[src/rtl/bin_to_bcd_seq.sv]
// bin_to_bcd_seq: sequential double-dabble binary to packed BCD converter
// with saturation, overflow flag and leading-zero mask for display blanking.
module bin_to_bcd_seq #(
  parameter int WIDTH  = 16,
  parameter int DIGITS = 4
) (
  input  logic                  clock,
  input  logic                  reset,
  input  logic                  start,
  input  logic [WIDTH-1:0]      bin_in,
  output logic                  busy,
  output logic                  done,
  output logic [4*DIGITS-1:0]   bcd_out,
  output logic                  overflow,
  output logic [DIGITS-1:0]     lz_mask
);

  localparam int MAXV = (DIGITS == 1) ? 9 :
                        (DIGITS == 2) ? 99 :
                        (DIGITS == 3) ? 999 : 9999;

  typedef enum logic [1:0] {
    IDLE,
    SHIFT,
    LATCH
  } state_t;

  state_t state_q, state_d;

  logic [19:0]          scr_q, scr_d;
  logic [19:0]          adj;
  logic [WIDTH-1:0]     sh_q, sh_d;
  logic [WIDTH+19:0]    shifted;
  logic [4:0]           cnt_q, cnt_d;
  logic                 ovf_q, ovf_d;
  logic                 busy_d;
  logic                 done_d;
  logic [4*DIGITS-1:0]  bcd_d;
  logic                 oflow_d;
  logic [DIGITS-1:0]    lz_d;
  logic [DIGITS-1:0]    lz_calc;
  logic [4*DIGITS-1:0]  val;
  logic [31:0]          bin_ext;
  logic                 over_max;
  logic                 zero_run;

  // Add-3 correction on every scratch digit that is 5 or more.
  always_comb begin
    adj = scr_q;
    for (int i = 0; i < 5; i++) begin
      if (scr_q[4*i +: 4] >= 4'd5)
        adj[4*i +: 4] = scr_q[4*i +: 4] + 4'd3;
    end
  end

  // Saturated result and its leading-zero mask, as written at LATCH.
  always_comb begin
    val      = ovf_q ? {DIGITS{4'h9}} : scr_q[4*DIGITS-1:0];
    lz_calc  = '0;
    zero_run = 1'b1;
    for (int i = DIGITS - 1; i >= 1; i--) begin
      zero_run   = zero_run & (val[4*i +: 4] == 4'd0);
      lz_calc[i] = zero_run;
    end
  end

  assign bin_ext  = 32'(bin_in);
  assign over_max = bin_ext > 32'(MAXV);
  assign shifted  = {adj, sh_q} << 1;

  // Next-state and next-output logic of the conversion FSM.
  always_comb begin
    state_d = state_q;
    scr_d   = scr_q;
    sh_d    = sh_q;
    cnt_d   = cnt_q;
    ovf_d   = ovf_q;
    busy_d  = busy;
    done_d  = 1'b0;
    bcd_d   = bcd_out;
    oflow_d = overflow;
    lz_d    = lz_mask;
    unique case (state_q)
      IDLE: begin
        if (start) begin
          sh_d    = bin_in;
          scr_d   = '0;
          ovf_d   = over_max;
          busy_d  = 1'b1;
          cnt_d   = '0;
          state_d = SHIFT;
        end
      end
      SHIFT: begin
        scr_d = shifted[WIDTH+19 -: 20];
        sh_d  = shifted[WIDTH-1:0];
        cnt_d = cnt_q + 5'd1;
        if (cnt_q == 5'(WIDTH - 1))
          state_d = LATCH;
      end
      LATCH: begin
        bcd_d   = val;
        oflow_d = ovf_q;
        lz_d    = lz_calc;
        done_d  = 1'b1;
        busy_d  = 1'b0;
        state_d = IDLE;
      end
      default: state_d = IDLE;
    endcase
  end

  // State, scratch and output registers; reset aborts any conversion.
  always_ff @(posedge clock) begin
    if (reset) begin
      state_q  <= IDLE;
      scr_q    <= '0;
      sh_q     <= '0;
      cnt_q    <= '0;
      ovf_q    <= 1'b0;
      busy     <= 1'b0;
      done     <= 1'b0;
      bcd_out  <= '0;
      overflow <= 1'b0;
      lz_mask  <= '0;
    end else begin
      state_q  <= state_d;
      scr_q    <= scr_d;
      sh_q     <= sh_d;
      cnt_q    <= cnt_d;
      ovf_q    <= ovf_d;
      busy     <= busy_d;
      done     <= done_d;
      bcd_out  <= bcd_d;
      overflow <= oflow_d;
      lz_mask  <= lz_d;
    end
  end

endmodule

[config.mk]
export PLATFORM = sky130hd
export DESIGN_NAME = bin_to_bcd_seq
export DESIGN_NICKNAME = d
export VERILOG_FILES = /design/src/rtl/bin_to_bcd_seq.sv
export SDC_FILE = /design/constraint.sdc
export NUM_CORES = 1
export LEC_CHECK = 0
export CAP_MARGIN = 20
export CORE_UTILIZATION = 53
export CTS_BUF_LIST = sky130_fd_sc_hd__clkbuf_16
export DETAILED_ROUTE_END_ITERATION = 12
export GPL_TIMING_DRIVEN = 0
export PLACE_DENSITY = 0.79
export SYNTH_ARGS = -nofsm -noshare
export SYNTH_HDL_FRONTEND = slang
export SYNTH_SLANG_ARGS = --single-unit
[constraint.sdc]
create_clock -name clock -period 1.9 [get_ports clock]
set_input_delay 0.57 -clock clock [delete_from_list [all_inputs] [get_ports clock]]
set_output_delay 0.57 -clock clock [all_outputs]
set_load 0.02 [all_outputs]
* Word-level counts from Yosys, hierarchy flattened
Cells that the tools add are included.
** Word-level totals
- Bits in registers :: 66
- Memory bits (writable) :: 0
- Bits in read-only memories :: 0
- Latch bits :: 0
- Word-level logic and storage cells :: 57
- Output and inout bits :: 23
- Memories kept :: 0
- Input bits :: 19
** Operators by class
- $add $sub $neg :: 6
- Shift operators :: 0
- Equality and inequality tests :: 5
- Bitwise gates (word level) :: 2
- Divide/modulo/power cells :: 0
- $lt $le $gt $ge :: 6
- $mul :: 0
- Reductions and logical operators :: 10
- Multiplexer cells :: 18
** Operators by type and width (number)
- 20-bit case mux with 2 select lines :: 1
- 16-bit two-way mux :: 2
- 16-bit case mux with 2 select lines :: 1
- 4-bit by 3-bit greater-or-equal comparator with 1-bit output, second input constant :: 5
- 20-bit two-way mux :: 1
- 4-bit by 2-bit adder with 4-bit output, second input constant :: 4
- 16-bit by 14-bit > comparator with 1-bit output, second input constant :: 1
- 4-bit two-way mux :: 4
- 4-bit logical NOT :: 3
- 5-bit case mux with 2 select lines :: 1
- 2-bit AND reduction :: 4
- 5-bit by 1-bit adder with 5-bit output, second input constant :: 1
- 5-bit by 4-bit == test with 1-bit output, second input constant :: 1
- 5-bit two-way mux :: 1
- 2-bit two-way mux :: 2
- 2-bit inequality test, second input constant :: 2
- 2-bit case mux with 2 select lines :: 1
- 2-bit nonzero test :: 2
- 3-bit by 2-bit adder with 3-bit output, second input constant :: 1
- 3-bit two-way mux :: 1
- 1-bit bitwise AND :: 2
- 2-bit by 1-bit == test with 1-bit output, second input constant :: 1
- 2-bit == test, second input constant :: 1
- 2-bit logical NOT :: 1
- other kinds (2) :: 3

* Longest topological paths before layout
Gate-level depths: netlist of run 1.
- Depth in word-level cells :: 4
- Gate-level depth with buffers :: 7
- Gate-level depth less buffers :: 6

* Worst setup path before layout of run 1
No wires, ideal clock.
- Path kind :: input port to flip-flop
- Start :: in reset
- End :: reg lz_mask[1]
- Library setup time :: 0.062 ns
- Path slack :: 0.317 ns
- Required time :: 1.838 ns
- Stages on the path :: 5
- Arrival :: 1.520 ns
- Path buffers :: 1
- Cell sequence :: clkbuf_1 > nor4b_4 > nand2_2 > nor3_2 > a32o_1
** RTL lines
- start, declared :: RTL line 8 : input logic reset,
- end signal, assigned :: RTL line 136 : lz_mask <= lz_d;
- end, declared :: RTL line 15 : output logic [DIGITS-1:0] lz_mask

* Worst setup path in the final report of run 1
- Start :: in start
- End :: reg ovf_q
** Between the ends
- Word-level cells in the longest chain between the ends :: 1
** RTL lines
- start, declared :: RTL line 9 : input logic start,
- 2-bit AND reduction (no line)
- end signal, assigned :: RTL line 131 : ovf_q <= ovf_d;
- end, declared :: RTL line 35 : logic ovf_q, ovf_d;
Every way passes these cells.
A chain may end at the register's enable or synchronous reset.

==> results of run 1 <==
[final cells by class]
type	instances	area [um2]	share of cell area
inverters	10	37.5	0.0107
flip-flops and latches	62	1240	0.353
clock inverters	7	26.3	0.00747
clock buffers	9	225	0.0641
multi-input cells	228	1370	0.391
repair buffers	40	398	0.113
plain buffers	24	130	0.0370
well taps	67	83.8	0.0238
[logic make-up (layout without fill, tap and decap cells)]
| family | Yosys count | in the layout |
|---|---|---|
| and+or+nand+nor | 150 | 150 |
| buffers and inverters | 34 | 90 |
| AOI/OAI and AO/OA | 60 | 60 |
| adders and majority gates | 10 | 10 |
| other | 1 | 1 |
| DFF | 62 | 62 |
| muxes | 7 | 7 |
[power by group]
group	switching (mW)	internal [mW]	leakage [nW]
registers	0.0279	1.35	0.505
logic	0.172	0.113	0.747
clock network	0.517	0.845	0.137
total	0.717	2.30	1.39
[sequential cells by signal, summed over array words and instances, names as in the netlist]
name and flops:
bcd_out 16, busy 1, cnt_q 5, done 1
lz_mask 3, overflow 1, ovf_q 1, scr_q 16
sh_q 16, state_q 2
[final timing paths]
path	start	to	slack (ps)
worst max-delay path	start	ovf_q$_SDFFE_PP0P_	50
worst min-delay path	lz_mask[3]$_SDFFE_PP0P_	lz_mask[3]$_SDFFE_PP0P_	440
worst max register to register	state_q[0]$_SDFFE_PP0P_	lz_mask[1]$_SDFFE_PP0P_	330
worst min register to register	lz_mask[3]$_SDFFE_PP0P_	lz_mask[3]$_SDFFE_PP0P_	440
[layer usage]
metal	track usage	up-vias	wire [um]
met1	0.337	1183	3000
met5	0	-	0
li1	-	1257	-
met4	0.0881	0	79
met3	0.0772	7	285
met2	0.427	62	3190
[cells in the mapped netlist (all sizes together)]
| cell type | number |
|---|---|
| a2111oi | 1 |
| a211o | 1 |
| a211oi | 3 |
| a21o | 2 |
| a21oi | 18 |
| a22o | 10 |
| a22oi | 2 |
| a32o | 1 |
| a32oi | 4 |
| and2 | 1 |
| and3 | 1 |
| buf | 18 |
| clkbuf | 6 |
| conb | 1 |
| dfxtp | 62 |
| ha | 10 |
| inv | 10 |
| mux2 | 1 |
| mux2i | 6 |
| nand2 | 12 |
| nand2b | 6 |
| nand3 | 6 |
| nand3b | 1 |
| nand4 | 1 |
| nor2 | 72 |
| nor2b | 2 |
| nor3 | 24 |
| nor3b | 2 |
| nor4 | 17 |
| nor4b | 1 |
| o2111ai | 2 |
| o21ai | 10 |
| o21ba | 1 |
| o311ai | 1 |
| o31ai | 1 |
| o41ai | 3 |
| or3b | 1 |
| or4 | 2 |
| or4b | 1 |
[metrics by stage]
stage | worst slack [ps] | hold slack (ps)
final | 49.9 | 444
after global routing | 9.64 | 463
after CTS | 30.0 | 450
after detailed placement | -415 | 438
after global placement | -399 | 431
after floorplan | 317 | 448
[worst max-delay path: stages]
cell,delay [ps]
clkdlybuf4s50_1,530
or3b_1,380
buf_6,160
a2111oi_4,330
nor3_1,70
[timing repair]
item | in CTS | in global routing
setup buffers | 0 | 1
pin swaps | 0 | 0
resized for setup | 1 | 1
hold endpoints to repair | 0 | 0
setup endpoints to repair | 9 | 3
==> qor.txt, run 1 <==
Sum of net half-perimeters after detailed placement - 4540 um
Residual antenna-violating net count after detailed routing - 0
Share of cells above drive strength 1 - 0.0868
Unique cell type count in the Yosys netlist - 46
Proportion of synthesized area in mux cells - 0.0257
Hold violation count in the final report - 0
Post-synthesis adder-cell area fraction - 0.0451
Average cell area after synthesis - 8.57 um2
Startpoint kind of the worst setup timing path - primary input
Antenna cell count - 0
TritonCTS clock tree - yes
Post-route core utilization - 0.721
Arrival time worst endpoint - 2040 ps
Library cell with the largest summed area after synthesis - dfxtp_1
Final setup skew - 5.01 ps
Post-layout instance area - 3520 um2
Required time of the critical path - 2090 ps
Simple-gate share of the synthesized area - 0.265
Drt first-iter violations - 212
Sum of negative setup slack - 0 ps
Largest net degree at the start of global routing - 11
Die Outline Area - 5530 um2
Number of global-route vias before repair - 2207
Number of buffers added to fix hold violations after cts - 0
Floorplan die width - 74.4 um
CTS Root Buffer Type - clkbuf_16
Max clock buf depth - 2
Commonest cells after routing, fill and taps aside - nor2_1, dfxtp_1, clkdlybuf4s50_1
Number of cells produced by synthesis - 324
Total clock sinks - 62
Setup repair after global routing missed its margin - false
Total design power - 3.02 mW
Number of input and output port buffers inserted - 39
Ys Warns - 0
Transition time at the pin with the least slew margin - 784 ps
Path type of the worst setup path - in2reg
Count of fill cells added during filler insertion - 401
Commonest non-fill, non-tap cell in the layout - nor2_1
Number of top-level design ports - 42
Mean routed wirelength per cell - 14.7 um
CORE AREA - 4880 um2
Share of the synthesized area in the top cell type - 0.447
Final Wtd Congestion - 0.878
Fraction of the mapped netlist area in compound gates - 0.155
Largest family of logic cells by synthesized area - simple AND/OR/NAND/NOR gates
Area Overhead vs Synth - 26.6%
Final std cells w/o fill - 447
# Max-Cap Violations - 0
Number of cells on the worst hold path - 2
Vias/cell - 5.61
Synthesized cell area - 2780 um2
Static leakage power - 1.39 nW
Type of the tightest min-delay check - reg2reg
Layout Nets - 404
Count of placed standard cells including taps - 430
Total of endpoints with negative setup slack in the final report - 0
Initial cell density of the core - 0.569
Total wire length - 6560 um
Xor/xnor share of the synthesized area - 0
Clock latency on the worst-skew pair - 330 ps
Highest net fanout along the worst path - 10
H-tree depth - 3
Vias after detailed routing - 2509
Total DRC errors in the routed layout - 0
Endpoint class of the critical path - flop
Total track usage - 0.264
Syn nets - 353
First drt pass iteration count - 5
CTS clock-pin slew for the worst setup and hold paths - 50 ps
Number of antenna violations at the first check in global routing - 0
Maximum ir drop on the vdd rail - 529 uV
Run status - finished clean
Total congestion overflow after global routing - 0
Final Max Tran Viols - 0
Sequential cell area fraction in the yosys report - 0.447
Number of buffers created by CTS - 9
Synthesized flop and latch total - 62
Post-placement cell area - 3250 um2
Pwr Density - 859 nW/um2
Die Ht - 74.4 um
Max Clock Freq - 541 MHz
Minimum period implied by the final worst setup slack - 1850 ps
Depth of the most critical reg-to-reg path - 5
Wire length of the first global-routing pass - 10700 um
Share of the clock period used by the worst path - 0.974
Worst rel slew slack - 0.476
Cell types occupying the most area after synthesis - dfxtp_1, nor2_1, ha_1
Std cell rows - 25
Power figures use the tool's default switching activity.
==> inputs of run 2 (changes only) <==
- ABC_AREA: unset -> 1
- CORE_UTILIZATION: 53 -> 54
==> run 2 against run 1 <==
  * Worst hold slack better by 2.1 ps
  * Sequential share of layout area down 1.1 points
  * Die area up 1.1%
  * Count of clock-buffer cells in the layout unchanged
  * Critical path depth down 4
  * Fmax down 0.12%
  * Total power up 5.2%
  * Critical path type is now reg2out
  * Largest power group is now clock
  * Highest routed layer unchanged
==> qor.txt, run 2 <==
Total design power - 3.18 mW (+5.2%)
Vias after detailed routing - 2780 (+11%)
Final Max Tran Viols - 0 (unchanged)
Post-route core utilization - 0.711 (-0.00959)
Total congestion overflow after global routing - 0 (unchanged)
Path type of the worst setup path - reg2out
Floorplan die width - 74.8 um (+0.56%)
Final Wtd Congestion - 0.855 (-2.6%)
# Post-CTS Setup Buffers - 0 (unchanged)
Static leakage power - 1.52 nW (+9.7%)
Sum of buffers and inverters on the critical path - 1 (-1)
Highest net fanout along the worst path - 2 (-8)
Average cell area after synthesis - 7.30 um2 (-15%)
Residual antenna-violating net count after detailed routing - 0 (unchanged)
Share of the clock period used by the worst path - 0.975 (+0.00121)
Terminus of the critical flop-to-flop path - cnt_q[4]$_SDFFE_PP0P_
TritonCTS clock tree - yes
Total DRC errors in the routed layout - 0 (unchanged)
Required time of the critical path - 1330 ps (-760 ps)
Die Outline Area - 5590 um2 (+1.1%)
Type of the tightest min-delay check - reg2reg
Largest net degree at the start of global routing - 11 (unchanged)
Drt first-iter violations - 244 (+15%)
Number of antenna violations at the first check in global routing - 0 (unchanged)
Number of flops mapped to enable cells by yosys - 0 (unchanged)
Setup repair after global routing missed its margin - false
Number of global-route vias before repair - 2422 (+9.7%)
Sum of net half-perimeters after detailed placement - 4760 um (+4.8%)
Worst rel slew slack - 0.635 (+0.159)
Registers with the most flip-flops - bcd_out x16, scr_q x16, sh_q x16
Proportion of total power due to net switching - 0.231 (-0.00611)
Post-placement cell area - 3350 um2 (+3.0%)
Start point of the worst min-delay path - lz_mask[2]$_SDFFE_PP0P_
Total wire length - 6990 um (+6.6%)
Sequential cell area fraction in the yosys report - 0.434 (-0.0133)
Number of cells on the worst hold path - 2 (unchanged)
Most numerous cell in the Yosys netlist - nand2_1
Slowest cell on the critical path - clkdlybuf4s50_1
Internal portion of total power - 2.44 mW (+6.0%)
Worst path top cell family by delay - buffers and inverters
CTS clock-pin slew for the worst setup and hold paths - 50 ps (about the same)
Proportion of synthesized flip-flops having asynchronous set or reset - 0 (unchanged)
Syn nets - 421 (+19%)
Psw - 0.735 mW (+2.5%)
# Max-Cap Violations - 0 (unchanged)
Mean routed wirelength per cell - 13.5 um (-7.8%)
Clk network pwr share - 0.485 (+0.034)
Synthesized flop and latch total - 62 (unchanged)
CTS Root Buffer Type - clkbuf_16
Wire length of the first global-routing pass - 11200 um (+4.4%)
Commonest non-fill, non-tap cell in the layout - nand2_1
Sequential power share - 0.429 (-0.026)
Layout Nets - 472 (+17%)
Unique cell type count in the Yosys netlist - 28 (-39%)
Synth top cells by count - nand2_1, dfxtp_1, inv_1
Biggest cell delay along the critical path - 610 ps (+80 ps)
Clock latency on the worst-skew pair - 330 ps (about the same)
Register-to-register setup slack - 330 ps (about the same)
Total track usage - 0.272 (+0.00774)
Destination of the worst hold path - lz_mask[2]$_SDFFE_PP0P_
Sum of negative setup slack - 0 ps (unchanged)
Initial cell density of the core - 0.560 (-0.00871)
Total of endpoints with negative setup slack in the final report - 0 (unchanged)
Max clock buf depth - 2 (unchanged)
Endpoint class of the critical path - primary output
Number of top-level design ports - 42 (unchanged)
Run status - finished clean
Area Overhead vs Synth - 26.9%
Number of buffers added to fix hold violations after cts - 0 (unchanged)
Hold violation count in the final report - 0 (unchanged)
Max Clock Freq - 540 MHz (-0.12%)
Ys Warns - 0 (unchanged)
Share of cells above drive strength 1 - 0.0828 (-0.00407)
Antenna cell count - 0 (unchanged)
Synthesized cell area - 2860 um2 (+3.1%)
Startpoint kind of the worst setup timing path - flop
Quantity of gates resized following cts - 0 (-1)
Number of input and output port buffers inserted - 40 (+2.6%)
Die Ht - 74.8 um (+0.56%)
Transition time at the pin with the least slew margin - 548 ps (-236 ps)
Maximum ir drop on the vdd rail - 731 uV (+38%)
Post-layout instance area - 3630 um2 (+3.3%)
Share of total power in combinational logic - 0.086 (-0.008)
RR Startpoint - cnt_q[0]$_SDFFE_PP0P_
Cells along the critical path - clkdlybuf4s50_1
Final setup skew - 6.33 ps (+1.32 ps)
Vias/cell - 5.38 (-4.2%)
Total clock sinks - 62 (unchanged)
Dominant synthesized flop cell - dfxtp_1
H-tree depth - 3 (unchanged)
Number of cells produced by synthesis - 392 (+21%)
Depth of the most critical reg-to-reg path - 6 (+1)
Commonest cells after routing, fill and taps aside - nand2_1, dfxtp_1, inv_1
Number of buffers created by CTS - 9 (unchanged)
Library cell with the largest summed area after synthesis - dfxtp_1
Minimum period implied by the final worst setup slack - 1850 ps (+2.31 ps)
Share of the synthesized area in the top cell type - 0.434 (-0.0133)
Arrival time worst endpoint - 1280 ps (-760 ps)
Pwr Density - 875 nW/um2 (+1.8%)
CORE AREA - 5110 um2 (+4.7%)
Std cell rows - 26 (+4.0%)
Cell types occupying the most area after synthesis - dfxtp_1, nand2_1, inv_1
First drt pass iteration count - 5 (unchanged)
Worst-case hold slack - 447 ps (+2.13 ps)
-- run 2: cell types whose count changed in the layout (fill, tap and decap cells not counted), sizes merged, moves of 17 or more --
cell	change
o21ai	+20
nor2	-39
nand2	+90
inv	+37
nor4	-17
nor3	-21
-- run 2: worst max path at each step --
stage                                   to  cells after the start                  start
floorplan            cnt_q[4]$_SDFFE_PP0P_                      6  cnt_q[0]$_SDFFE_PP0P_
global placement    scr_q[12]$_SDFFE_PP0P_                      4                  reset
detailed placement  scr_q[14]$_SDFFE_PP0P_                      4                  reset
CTS                                   busy                      1      busy$_SDFFE_PP0P_
global route         sh_q[15]$_SDFFE_PP0P_                      5                  reset
finish                            overflow                      1  overflow$_SDFFE_PP0P_
-- run 2: per-stage QoR --
stage                     instances  setup slack, ps
after floorplan                 392              542
after global placement          502             -166
after detailed placement        502             -170
after CTS                       517             37.2
after global routing            517            0.332
final                           517             47.6
-- run 2: power by group through the flow --
stage / registers [mW] / logic, mW / clock network (mW)
finish: 1.36 / 0.272 / 1.54
detailed placement: 1.39 / 0.269 / 0
floorplan: 1.39 / 0.166 / 0
global placement: 1.39 / 0.264 / 0
CTS: 1.36 / 0.272 / 1.55
global route: 1.37 / 0.302 / 1.62
-- run 2: cells by family after synthesis --
family / count (synthesis) / share of synthesized area
buffers and inverters: 66 / 0.102
other: 1 / 0.00131
flip-flops: 62 / 0.434
adder cells (fa/ha/maj): 10 / 0.0437
AND/OR/NAND/NOR: 169 / 0.248
AO/OA/AOI/OAI: 84 / 0.171
-- run 2: routing by layer --
layer  up-vias  GRT usage  wire length, um
li1       1382          -                -
met1      1284      0.341             3040
met2       100      0.449             3490
met3        14     0.0669              348
met4         0      0.107              109
met5         -          0                0
-- run 2: cell type report --
cell class	instances	area, um2
Buffer	15	97.6
Inverter	51	194
Multi-Input combinational cell	264	1330
Clock inverter	6	53.8
Timing Repair Buffer	40	403
Clock buffer	9	225
Tap cell	70	87.6
Sequential cell	62	1240
Fill cell	434	1480
==> inputs of run 3 (changes only) <==
- GPL_ROUTABILITY_DRIVEN: unset -> 0
==> results of run 3 <==
Final layout, timing and power as in run 2 (identical DEF).
